[config.mk]
export PLATFORM = sky130hd
export DESIGN_NAME = multicycle_controller
export DESIGN_NICKNAME = d
export VERILOG_FILES = /design/src/rtl/multicycle_controller_pkg.sv /design/src/rtl/multicycle_controller_alu_decoder.sv /design/src/rtl/multicycle_controller.sv
export SDC_FILE = /design/constraint.sdc
export NUM_CORES = 1
export LEC_CHECK = 0
export ABC_AREA = 1
export CORE_ASPECT_RATIO = 0.75
export CORE_UTILIZATION = 35
export CTS_BUF_LIST = sky130_fd_sc_hd__clkbuf_2 sky130_fd_sc_hd__clkbuf_4 sky130_fd_sc_hd__clkbuf_8
export CTS_CLUSTER_SIZE = 14
export DETAILED_ROUTE_END_ITERATION = 10
export PLACE_DENSITY = 0.66
export SLEW_MARGIN = 20
export SYNTH_ARGS = -nofsm -noshare
export SYNTH_HDL_FRONTEND = slang
export SYNTH_SLANG_ARGS = --single-unit
[constraint.sdc]
create_clock -name clk -period 1.7 [get_ports clk]
set_clock_uncertainty 0.05 [all_clocks]
set_input_delay 0.255 -clock clk [delete_from_list [all_inputs] [get_ports clk]]
set_output_delay 0.255 -clock clk [all_outputs]
set_load 0.01 [all_outputs]
[src/rtl/multicycle_controller_pkg.sv]
// Shared definitions for the multicycle controller.
// Contents: FSM state enum, opcode constants, ALUOp, ALUControl and ImmSrc encodings,
// and the ImmSrc decode helper. This package has no ports.
package multicycle_controller_pkg;

  typedef enum logic [3:0] {
    S_FETCH    = 4'd0,
    S_DECODE   = 4'd1,
    S_MEMADR   = 4'd2,
    S_MEMREAD  = 4'd3,
    S_MEMWB    = 4'd4,
    S_MEMWRITE = 4'd5,
    S_EXECR    = 4'd6,
    S_EXECI    = 4'd7,
    S_ALUWB    = 4'd8,
    S_BEQ      = 4'd9,
    S_JAL      = 4'd10,
    S_ERROR    = 4'd11
  } state_t;

  localparam logic [6:0] OP_LW    = 7'd3;
  localparam logic [6:0] OP_SW    = 7'd35;
  localparam logic [6:0] OP_RTYPE = 7'd51;
  localparam logic [6:0] OP_ITYPE = 7'd19;
  localparam logic [6:0] OP_BEQ   = 7'd99;
  localparam logic [6:0] OP_JAL   = 7'd111;

  localparam logic [1:0] ALUOP_ADD   = 2'b00;
  localparam logic [1:0] ALUOP_SUB   = 2'b01;
  localparam logic [1:0] ALUOP_FUNCT = 2'b10;

  localparam logic [2:0] ALU_ADD = 3'b000;
  localparam logic [2:0] ALU_SUB = 3'b001;
  localparam logic [2:0] ALU_AND = 3'b010;
  localparam logic [2:0] ALU_OR  = 3'b011;
  localparam logic [2:0] ALU_SLT = 3'b101;

  localparam logic [1:0] IMM_I = 2'b00;
  localparam logic [1:0] IMM_S = 2'b01;
  localparam logic [1:0] IMM_B = 2'b10;
  localparam logic [1:0] IMM_J = 2'b11;

  // Immediate format is a pure function of the opcode, independent of state.
  function automatic logic [1:0] imm_src_of(input logic [6:0] op);
    case (op)
      OP_SW:   return IMM_S;
      OP_BEQ:  return IMM_B;
      OP_JAL:  return IMM_J;
      default: return IMM_I;
    endcase
  endfunction

endpackage

[src/rtl/multicycle_controller_alu_decoder.sv]
// Combinational ALU decoder: maps ALUOp plus instruction fields to ALUControl.
// Ports:
//   alu_op      - 2-bit operation class from the main FSM
//   funct3      - instruction funct3
//   op_bit5     - opcode bit 5 (1 for R-type, 0 for I-type ALU ops)
//   funct7_bit5 - instruction bit 30
//   alu_control - 3-bit ALU function select
module alu_decoder
  import multicycle_controller_pkg::*;
(
  input  logic [1:0] alu_op,
  input  logic [2:0] funct3,
  input  logic       op_bit5,
  input  logic       funct7_bit5,
  output logic [2:0] alu_control
);

  always_comb begin
    alu_control = ALU_ADD;
    case (alu_op)
      ALUOP_ADD: alu_control = ALU_ADD;
      ALUOP_SUB: alu_control = ALU_SUB;
      ALUOP_FUNCT: begin
        case (funct3)
          // Only R-type with bit 30 set subtracts; addi never does.
          3'b000:  alu_control = (op_bit5 && funct7_bit5) ? ALU_SUB : ALU_ADD;
          3'b010:  alu_control = ALU_SLT;
          3'b110:  alu_control = ALU_OR;
          3'b111:  alu_control = ALU_AND;
          default: alu_control = ALU_ADD;
        endcase
      end
      default: alu_control = ALU_ADD;
    endcase
  end

endmodule

[src/rtl/multicycle_controller.sv]
// Multicycle controller for a shared instruction/data memory datapath.
// Ports:
//   clk, rst               - rising-edge clock, asynchronous active-high reset
//   op, funct3, funct7_bit5- instruction fields from the instruction register
//   Zero                   - ALU zero flag (branch condition)
//   MemReady               - memory completes the current access this cycle
//   instret_wr/_wdata      - synchronous load of the retired-instruction counter
//   MemReq .. ImmSrc       - datapath controls
//   InstrDone              - one-cycle retire pulse
//   Halt                   - illegal opcode seen, held until reset
//   InstRet                - retired-instruction count (wraps)
//   state_dbg              - current FSM state
//
// Memory handshake: MemReq is a request held high for the whole access; the
// access completes on the cycle MemReq=1 and MemReady=1 are both high. MemReq
// depends only on the state, so it never combinationally follows MemReady, and
// MemReady is ignored whenever MemReq is low.
module multicycle_controller
  import multicycle_controller_pkg::*;
(
  input  logic        clk,
  input  logic        rst,
  input  logic [6:0]  op,
  input  logic [2:0]  funct3,
  input  logic        funct7_bit5,
  input  logic        Zero,
  input  logic        MemReady,
  input  logic        instret_wr,
  input  logic [31:0] instret_wdata,
  output logic        MemReq,
  output logic        PCWrite,
  output logic        AdrSrc,
  output logic        MemWrite,
  output logic        IRWrite,
  output logic        RegWrite,
  output logic [1:0]  ResultSrc,
  output logic [1:0]  ALUSrcA,
  output logic [1:0]  ALUSrcB,
  output logic [2:0]  ALUControl,
  output logic [1:0]  ImmSrc,
  output logic        InstrDone,
  output logic        Halt,
  output logic [31:0] InstRet,
  output state_t      state_dbg
);

  state_t      state_q, state_d;
  logic [1:0]  alu_op;
  logic [31:0] inst_ret_q;

  // State register
  always_ff @(posedge clk or posedge rst) begin
    if (rst) state_q <= S_FETCH;
    else     state_q <= state_d;
  end

  // Next-state logic
  always_comb begin
    state_d = state_q;
    case (state_q)
      S_FETCH:    if (MemReady) state_d = S_DECODE;
      S_DECODE: begin
        case (op)
          OP_LW, OP_SW: state_d = S_MEMADR;
          OP_RTYPE:     state_d = S_EXECR;
          OP_ITYPE:     state_d = S_EXECI;
          OP_BEQ:       state_d = S_BEQ;
          OP_JAL:       state_d = S_JAL;
          default:      state_d = S_ERROR;
        endcase
      end
      // op is stable from the instruction register; anything else here is corrupt.
      S_MEMADR: begin
        if (op == OP_LW)      state_d = S_MEMREAD;
        else if (op == OP_SW) state_d = S_MEMWRITE;
        else                  state_d = S_ERROR;
      end
      S_MEMREAD:  if (MemReady) state_d = S_MEMWB;
      S_MEMWB:    state_d = S_FETCH;
      S_MEMWRITE: if (MemReady) state_d = S_FETCH;
      S_EXECR:    state_d = S_ALUWB;
      S_EXECI:    state_d = S_ALUWB;
      S_ALUWB:    state_d = S_FETCH;
      S_BEQ:      state_d = S_FETCH;
      S_JAL:      state_d = S_ALUWB;  // ALUWB writes rd = PC+4
      S_ERROR:    state_d = S_ERROR;
      default:    state_d = S_ERROR;
    endcase
  end

  // Output logic
  always_comb begin
    MemReq    = 1'b0;
    PCWrite   = 1'b0;
    AdrSrc    = 1'b0;
    MemWrite  = 1'b0;
    IRWrite   = 1'b0;
    RegWrite  = 1'b0;
    ResultSrc = 2'b00;
    ALUSrcA   = 2'b00;
    ALUSrcB   = 2'b00;
    alu_op    = ALUOP_ADD;
    InstrDone = 1'b0;
    Halt      = 1'b0;
    case (state_q)
      S_FETCH: begin
        MemReq    = 1'b1;
        ALUSrcB   = 2'b10;
        ResultSrc = 2'b10;
        // Instruction latch and PC+4 both happen on the completing cycle.
        IRWrite   = MemReady;
        PCWrite   = MemReady;
      end
      S_DECODE: begin
        ALUSrcA = 2'b01;
        ALUSrcB = 2'b01;
      end
      S_MEMADR: begin
        ALUSrcA = 2'b10;
        ALUSrcB = 2'b01;
      end
      S_MEMREAD: begin
        MemReq = 1'b1;
        AdrSrc = 1'b1;
      end
      S_MEMWB: begin
        ResultSrc = 2'b01;
        RegWrite  = 1'b1;
        InstrDone = 1'b1;
      end
      S_MEMWRITE: begin
        MemReq    = 1'b1;
        AdrSrc    = 1'b1;
        MemWrite  = 1'b1;
        InstrDone = MemReady;
      end
      S_EXECR: begin
        ALUSrcA = 2'b10;
        alu_op  = ALUOP_FUNCT;
      end
      S_EXECI: begin
        ALUSrcA = 2'b10;
        ALUSrcB = 2'b01;
        alu_op  = ALUOP_FUNCT;
      end
      S_ALUWB: begin
        RegWrite  = 1'b1;
        InstrDone = 1'b1;
      end
      S_BEQ: begin
        ALUSrcA   = 2'b10;
        alu_op    = ALUOP_SUB;
        PCWrite   = Zero;
        InstrDone = 1'b1;
      end
      S_JAL: begin
        ALUSrcA = 2'b01;
        ALUSrcB = 2'b10;
        PCWrite = 1'b1;
      end
      S_ERROR: Halt = 1'b1;
      default: Halt = 1'b1;
    endcase
  end

  alu_decoder u_alu_decoder (
    .alu_op      (alu_op),
    .funct3      (funct3),
    .op_bit5     (op[5]),
    .funct7_bit5 (funct7_bit5),
    .alu_control (ALUControl)
  );

  // Retired-instruction counter; wraps naturally at 2^32.
  always_ff @(posedge clk or posedge rst) begin
    if (rst)             inst_ret_q <= '0;
    else if (instret_wr) inst_ret_q <= instret_wdata;
    else if (InstrDone)  inst_ret_q <= inst_ret_q + 32'd1;
  end

  assign ImmSrc    = imm_src_of(op);
  assign InstRet   = inst_ret_q;
  assign state_dbg = state_q;

endmodule

==> results.yml, run 1 <==
pwr:
  finalPower_uw: 2550
  ir_drop_uv: 299
  intPower_uw: 1720
  power_switching_uw: 838
  combPwrFrac_pct: 30.6
  power.leakage_uw: 0.00247
  clkPwrFrac_pct: 27.0
  powerDensity_nw_per_um2: 503
  p_seq_share_pct: 42.4
  p_sw_share_pct: 32.8
final_layout:
  fin_cells: 782
  nNetsFinal: 728
  fin_util_pct: 62.7
  drive_above_1_share_pct: 25.7
  antenna_cells: 0
  area_growth_pct: 68.6
status:
  failed_checks: "setup timing"
  status: "finished, violations left"
floorplanning:
  rows: 28
  dieArea_um2: 8980
  design.core.area_um2: 8090
  initial_core_util_pct: 37.2
  io_pins: 103
  fp.dieW_um: 109
  fp.dieH_um: 82.3
worst_setup_path:
  crit_chain: "inv_2, nand2_1, or2_4, nor2_4, buf_4, buf_4, buf_4, buf_4, buf_4, buf_4, nand2_1, o2111ai_2"
  end_kind: "flop"
  slowest_stage: "dfrtp_1"
  critPathMaxStageDelay_ps: 400
  crit_arrival_ps: 2040
  worstPathMaxFanout: 3
  path_class: "reg -> reg"
  critPathLaunchType: "flop"
  cp.required_ps: 1790
  critPathMostFrequentCell: "buf_4"
global_route:
  grt.overflow.total: 0
  grt_pass1_wl_mm: 18.6
  grt_pass1_vias: 3713
  grt_start_max_net_pins: 37
  grt.met2_usage_pct: 40.3
  grt_use_met1_pct: 41.2
  use_met3_pct: 4.87
  antenna_found_initial: 0
  gr-usage-all-layers_pct: 27.5
  grt.busiest_layer: "met1"
synth:
  synth_edf_count: 0
  synth.most_common_cell: "nand2_1"
  syn_nets: 556
  syn_avg_cell_area_um2: 5.96
  synthTopCellsByCount: "191 x nand2_1, 88 x nor2_1, 57 x inv_1, 50 x nand3_1, 36 x dfrtp_1"
  ys_seq_area_share_pct: 29.9
  syn_area_um2: 3010
  synth-warning-count: 0
  synth_cell_type_count: 33
  ys_ff_latch: 36
  syn_inst: 505
  synth_area_leaders: "dfrtp_1 30%, nand2_1 24%, nor2_1 11%"
  synth_top_area_cell: "dfrtp_1"
  ys.flop_type: "dfrtp_1"
  async_flop_share_pct: 100
  netlist.area_leader.share_pct: 29.9
clocking:
  clockRootBuffer: "clkbuf_8"
  cts-buffers-inserted: 5
  path_clk_slew_ps: 70
  cts.path.max_buffers: 2
  cts_max_level: 2
  cts_tree: "built"
  cts_sinks: 36
  clock_latency_ps: 290
sta:
  setup_violations: 52
  whs_ps: 264
  hold_viol: 0
  worst_pin_slew_ps: 380
  max_slew_margin_pct: 74.6
  period_minus_slack_ps: 1960
  fin_crit_sh_pct: 115
  layout_setup_ws_ps: -258
  clock.fmax_ghz: 0.511
  slew_violations: 0
  grt_setup_unrepaired: "true"
  fin_tns_setup_ps: -7660
route:
  num_vias: 3879
  viasPerCell: 4.96
  route.detailed.drc: 0
  postRouteAntennaNets: 0
  wl_per_cell_um: 15.4
  wl_mm: 12.0
  firstDrtPassIters: 5
  dr.first_iter.drc_count: 249
job:
  maxCapViolCount: 0
placement:
  finalWeightedCongestion: 0.967
  dp_cells: 754
  dp_hpwl_mm: 8.64
  port_buffers: 102
min_path:
  min_path_type: "in -> async"
## layer usage
| layer | vias up | wire length [um] |
|---|---|---|
| met5 | - | 0 |
| li1 | 1922 | - |
| met1 | 1781 | 5900 |
| met2 | 157 | 5000 |
| met3 | 19 | 947 |
| met4 | 0 | 163 |
## power by group through the flow
stage | registers (uW) | logic (uW) | clock network (uW)
after floorplan | 1090 | 289 | 0
after global placement | 1080 | 708 | 0
after detailed placement | 1090 | 719 | 0
after CTS | 1070 | 766 | 692
after global routing | 1100 | 862 | 722
final | 1080 | 781 | 690
## worst max-delay path, delay by kind of cell, from the launching register on
family | cells | cell delay [ps]
compound gates | 1 | 150
buf+inv | 7 | 800
simple gates | 4 | 380
flops | 1 | 400
## state kept, by name, indices dropped and copies added, names as in the netlist
name,cells
state_dbg,4
InstRet,32
## cells by family (layout without fill, tap and decap cells)
logic type               count (synthesis)  count (layout)  share of synthesized area, %
XOR/XNOR                                 7               7                          2.04
AND/OR/NAND/NOR                        354             354                          49.5
adder cells (fa/ha/maj)                  3               3                          1.25
AO/OA/AOI/OAI                           35              35                          7.32
buffers and inverters                   70             242                          9.93
flip-flops                              36              36                          29.9
## worst paths after layout
path | to | depth (start not counted) | slack [ps] | startpoint
max reg2reg | state_dbg[1] | 12 | -260 | state_dbg[2]
max in group asynchronous | InstRet[4] | 3 | 1120 | rst
min in group clk | InstRet[31] | 3 | 470 | instret_wdata[31]
min reg2reg | InstRet[31] | 2 | 520 | InstRet[31]
max | state_dbg[1] | 12 | -260 | state_dbg[2]
min | InstRet[29] | 3 | 260 | rst
## per-stage QoR
stage,setup slack [ps],cell area (um^2)
after floorplan,35.1,3030
after global placement,-377,4530
after detailed placement,-450,4530
after CTS,-210,4970
after global routing,-309,5070
final,-258,5070
## layout by cell type (no fill, tap or decap), types with 5 or more instances in the layout
master           instances
nand2_1                184
clkdlybuf4s50_1         75
nor2_1                  72
buf_4                   52
inv_1                   47
nand3_1                 46
dfrtp_1                 26
buf_6                   19
buf_2                   13
inv_2                   11
nor2_2                  11
o21ai_0                 11
dfrtp_2                 10
nand2_2                  8
nor2_4                   8
clkbuf_8                 7
a21boi_2                 6
dlymetal6s2s_1           6
o211ai_1                 5
## layout make-up
cell class	count	area [um^2]
inverter	61	244
clock buffer	7	96.3
timing repair buffer	173	1650
multi-input combinational	399	2030
fill	728	3020
tap	105	131
sequential	36	913
timing repair inverter	1	8.76
## timing repair
action,4_1_cts,5_1_grt
pin swaps,17,11
hold buffers,0,0
endpoints found under the setup margin,38,68
cloned,2,1
resized for setup,143,43
setup buffers,17,2
Note: power is estimated with default switching activity, not from simulation.
==> run 2: changes to the inputs <==
Settings changed: SETUP_SLACK_MARGIN from default to 0.2, SLEW_MARGIN 20 to default.
==> run 2 against run 1 <==
Highest routed layer unchanged. Via count is 14% higher. Setup slack got worse by 120 ps. Register-to-register slack barely moved. Clock power rose by 61%. The flow still finishes with violations (setup timing). Combinational power rose by 32%. Largest power group is now the clock network.
==> results.yml, run 2 (synthesis results as in run 1) <==
global_route:
  grt_pass1_vias: 3909
  gr-usage-all-layers_pct: 28.6
  grt.overflow.total: 0
  antenna_found_initial: 0
  use_met3_pct: 5.49
  grt_use_met1_pct: 40.6
  grt_pass1_wl_mm: 19.5
  grt.busiest_layer: "met2"
  grt_start_max_net_pins: 37
  grt.met2_usage_pct: 45.1
final_layout:
  nNetsFinal: 784
  final_cell_mix: "164 x nand2_1, 86 x buf_4, 67 x nor2_1"
  final_area_um2: 5890
  area_growth_pct: 95.7
  antenna_cells: 0
  drive_above_1_share_pct: 39.0
  final_common_cell: "nand2_1"
  largest_reg_flops: 32
worst_setup_path:
  end_kind: "output port"
  critPathMaxStageDelay_ps: 430
  crit_chain: "inv_2, nand2_4, nor2_4, ha_4, nand4_1, a31oi_2, buf_2"
  reg2reg_slack_ps: -270
  path_class: "reg -> out"
  crit_start: "state_dbg[3]"
  crit_arrival_ps: 1770
  cp_num_buf_inv: 2
  reg2reg_from: "state_dbg[2]"
  cp.depth: 7
  cp.required_ps: 1390
  slowest_stage: "dfrtp_1"
  critPathLaunchType: "flop"
  cp-endpoint: "ALUControl[0]"
  r2r_cells: 14
  path_delay_family: "flip-flops"
  worstPathMaxFanout: 3
  reg2reg_to: "InstRet[15]"
clocking:
  cts-buffers-inserted: 5
  path_clk_slew_ps: 80
  clock_latency_ps: 310
  cts-hold-fix-buffers: 0
  clockRootBuffer: "clkbuf_8"
  cts_tree: "built"
  cts.path.max_buffers: 2
  cts_max_level: 2
  cts_sinks: 36
sta:
  worst_pin_slew_ps: 374
  fin_crit_sh_pct: 122
  grt_setup_unrepaired: "true"
  period_minus_slack_ps: 2080
  slew_violations: 0
  layout_setup_ws_ps: -376
  hold_viol: 0
  clock.fmax_ghz: 0.482
  max_slew_margin_pct: 75.0
  setup_violations: 47
pwr:
  combPwrFrac_pct: 32.5
  powerDensity_nw_per_um2: 540
  power_switching_uw: 985
  clkPwrFrac_pct: 35.0
  ir_drop_uv: 496
  power.leakage_uw: 0.00299
  p_sw_share_pct: 31.0
  p_seq_share_pct: 32.5
  intPower_uw: 2190
route:
  wl_mm: 14.4
  num_vias: 4419
  wl_per_cell_um: 17.1
  viasPerCell: 5.27
  dr.first_iter.drc_count: 530
  postRouteAntennaNets: 0
  firstDrtPassIters: 9
  route.detailed.drc: 0
floorplanning:
  design.core.area_um2: 8090
  fp.dieW_um: 109
  initial_core_util_pct: 37.2
  fp.dieH_um: 82.3
  io_pins: 103
  rows: 28
  dieArea_um2: 8980
min_path:
  min_path_type: "in -> async"
placement:
  dp_hpwl_mm: 8.60
  dp_slack_ps: -365
  finalWeightedCongestion: 0.940
  port_buffers: 102
  place_area_um2: 4610
status:
  status: "finished, violations left"
  failed_checks: "setup timing"
job:
  maxCapViolCount: 0
run 2: cell count changes in the layout (fill, tap and decap cells not counted), moves of 4 or more:
cell | before | now
buf_4 | 52 | 86
inv_1 | 47 | 43
nand2_4 | 4 | 18
nand3_1 | 46 | 38
nand2_2 | 8 | 14
dfrtp_1 | 26 | 16
buf_6 | 19 | 38
clkdlybuf4s50_1 | 75 | 40
dfrtp_2 | 10 | 20
nand2_1 | 184 | 164
nand3_2 | 3 | 10
nor2_1 | 72 | 67
dlygate4sd2_1 | 2 | 33
run 2: power groups by stage:
stage	logic, uW	registers, uW	clock network, uW
global placement	746	1070	0
finish	1030	1030	1110
CTS	906	1020	1090
global route	1110	1040	1150
detailed placement	757	1080	0
floorplan	294	1090	0
run 2: worst min path at each step:
stage / depth (start not counted) / slack [ps] / endpoint
after detailed placement: 2 / 500 / InstRet[31]
final: 3 / 260 / InstRet[30]
after global routing: 3 / 310 / InstRet[29]
after CTS: 3 / 290 / InstRet[30]
after floorplan: 2 / 340 / InstRet[25]
after global placement: 2 / 490 / InstRet[31]
run 2: through the flow:
stage | TNS, ps | total power, uW | util, % | hold WS, ps | cells
2_1_floorplan | 0 | 1380 | - | 338 | 505
3_3_place_gp | -4680 | 1820 | 57.0 | 488 | 756
3_5_place_dp | -4840 | 1830 | 57.0 | 499 | 756
4_1_cts | -3960 | 3010 | 64.8 | 292 | 812
5_1_grt | -10840 | 3310 | 72.8 | 306 | 839
6_report | -8350 | 3180 | 72.8 | 256 | 839
run 2: area by class of cell:
| type | count | area, um^2 |
|---|---|---|
| clock buffers | 5 | 68.8 |
| clock inverters | 3 | 90.1 |
| fillers | 609 | 2200 |
| inverters | 61 | 244 |
| multi-input cells | 399 | 2250 |
| flip-flops and latches | 36 | 926 |
| well taps | 105 | 131 |
| repair buffers | 229 | 2170 |
| repair inverters | 1 | 8.76 |
run 2: routing by layer:
metal | wire length, um | vias to the layer above
li1 | - | 2039
met3 | 1440 | 53
met1 | 6040 | 2067
met5 | 0 | -
met2 | 6520 | 260
met4 | 395 | 0
run 2: worst min-delay path, stage by stage:
cell,delay [ps]
clkdlybuf4s50_1,400
inv_1,100
buf_12,230
run 2: repair_timing:
item	in CTS	in global routing
endpoints found under the hold margin	0	0
buffers inserted	45	24
endpoints found under the setup margin	89	60
pin swaps	13	47
resized for setup	174	130
cloned	3	3
==> run 3: changes to the inputs <==
Clock period 1.7 ns to 2.3 ns, I/O delays scaled along.
==> run 3 against run 2 <==
The run now ends clean. Final area fell by 25%. Global-route usage decreased by 4.8 points. Final cell count shrank 12%. Largest cell class unchanged. Sequential power shrank 22%. Clock power down 59%. First-iteration DRC count is 54% lower. Sequential share of layout area increased by 4.7 points. Via count fell by 18%. Clock-buffer cell count up 1.
==> results.yml, run 3 (synthesis results as in run 1) <==
final_layout:
  multi_input_area_um2: 1880
  drive_above_1_share_pct: 11.6
  area_growth_pct: 46.4
  regArea_um2: 901
  fin_cells: 735
  final_area_um2: 4410
  fillers: 822
  final_common_cell: "nand2_1"
  nNetsFinal: 681
  final_cell_mix: "188 x nand2_1, 84 x nor2_1, 82 x clkdlybuf4s50_1"
  largest_reg_flops: 32
  antenna_cells: 0
placement:
  finalWeightedCongestion: 0.922
  dp_cells: 717
  dp_hpwl_mm: 8.20
  dp_slack_ps: -39.7
  port_buffers: 102
  place_area_um2: 4200
pwr:
  powerDensity_nw_per_um2: 398
  power.leakage_uw: 0.00215
  ir_drop_uv: 298
route:
  wl_mm: 10.6
  firstDrtPassIters: 4
  viasPerCell: 4.90
  num_vias: 3603
  wl_per_cell_um: 14.4
  dr.first_iter.drc_count: 246
  route.detailed.drc: 0
  postRouteAntennaNets: 0
clocking:
  path_clk_slew_ps: 70
  cts_sinks: 36
  clockRootBuffer: "clkbuf_8"
  cts-buffers-inserted: 5
  cts_max_level: 2
  clock_latency_ps: 290
  cts_tree: "built"
  cts.path.max_buffers: 2
worst_setup_path:
  reg2reg_slack_ps: 400
  crit_arrival_ps: 1700
  reg2reg_to: "InstRet[28]"
  cp.required_ps: 1900
  cp-endpoint: "MemReq"
  crit_start: "state_dbg[3]"
  critPathLaunchType: "flop"
  path_class: "reg -> out"
  slowest_stage: "dfrtp_1"
  critPathMaxStageDelay_ps: 420
  crit_chain: "inv_2, nand2_2, buf_4, nor2_4, inv_1, nand3_1, dlygate4sd2_1"
  reg2reg_from: "InstRet[0]"
  end_kind: "output port"
  cp.depth: 7
  path_delay_family: "buffers and inverters"
  cp_num_buf_inv: 4
  worstPathMaxFanout: 4
  r2r_cells: 10
global_route:
  grt.overflow.total: 0
  grt_pass1_vias: 3171
  antenna_found_initial: 0
  grt_pass1_wl_mm: 16.3
  grt_start_max_net_pins: 37
  gr-usage-all-layers_pct: 23.9
sta:
  layout_setup_ws_ps: 207
  whs_ps: 427
  max_slew_margin_pct: 66.2
  hold_viol: 0
  period_minus_slack_ps: 2090
  worst_pin_slew_ps: 507
  fin_crit_sh_pct: 91.0
  slew_violations: 0
  clock.fmax_ghz: 0.478
  setup_violations: 0
  grt_setup_unrepaired: "true"
floorplanning:
  fp.dieH_um: 82.3
  fp.dieW_um: 109
  dieArea_um2: 8980
  rows: 28
  design.core.area_um2: 8090
  initial_core_util_pct: 37.2
  io_pins: 103
min_path:
  min_path_type: "in -> async"
status:
  status: "finished clean"
job:
  maxCapViolCount: 0
## run 3: cell count changes in the layout (fill, tap and decap cells not counted), sizes merged
cell,delta
buf,-115
bufinv,-3
clkbuf,-2
clkdlybuf4s15,-2
clkdlybuf4s50,+42
clkinv,+1
dlygate4sd2,-22
dlymetal6s2s,-2
inv,-1
## run 3: report_power, final
part / internal (uW) / switching [uW]
Combinational: 261 / 232
Sequential: 690 / 113
Clock: 218 / 237
## run 3: metal layers
layer / global-route usage, % / routed length [um] / vias to the layer above
li1: - / - / 1831
met1: 36.5 / 5440 / 1641
met2: 34.7 / 4350 / 129
met3: 4.55 / 739 / 2
met4: 3.65 / 36 / 0
met5: 0 / 0 / -
## run 3: worst min-delay path by stage
stage | slack, ps | endpoint
2_1_floorplan | 430 | InstRet[25]
3_3_place_gp | 490 | InstRet[31]
3_5_place_dp | 510 | InstRet[31]
4_1_cts | 460 | InstRet[13]
5_1_grt | 530 | InstRet[13]
6_report | 430 | InstRet[13]
## run 3: through the flow
| stage | util, % | setup TNS [ps] | total power [uW] |
|---|---|---|---|
| floorplan | - | 0 | 1020 |
| global placement | 51.9 | 0 | 1290 |
| detailed placement | 51.9 | -39.7 | 1310 |
| CTS | 53.0 | 0 | 1770 |
| global route | 54.5 | 0 | 1860 |
| finish | 54.5 | 0 | 1750 |
## run 3: layout make-up
cell class | count | area share [%]
timing repair buffer | 127 | 26.8
multi-input combinational | 399 | 42.6
tap | 105 | 2.98
sequential | 36 | 20.4
clock inverter | 1 | 0.114
inverter | 61 | 5.31
clock buffer | 6 | 1.73
## run 3: worst register-to-register path, stage by stage, from the launching register on
cell and delay (ps):
dfrtp_1 510, ha_1 220, nand2_1 100, nor2_1 270, inv_1 150, nor2_1 210
nand2_1 70, nand2_1 50, nand2_1 50, nand2_1 50, nand2_1 50
## run 3: what timing repair did
action / in CTS / in global routing
resized for setup: 42 / 23
pin swaps: 1 / 7
setup buffers: 2 / 9
hold buffers: 0 / 0
endpoints found under the setup margin: 19 / 8
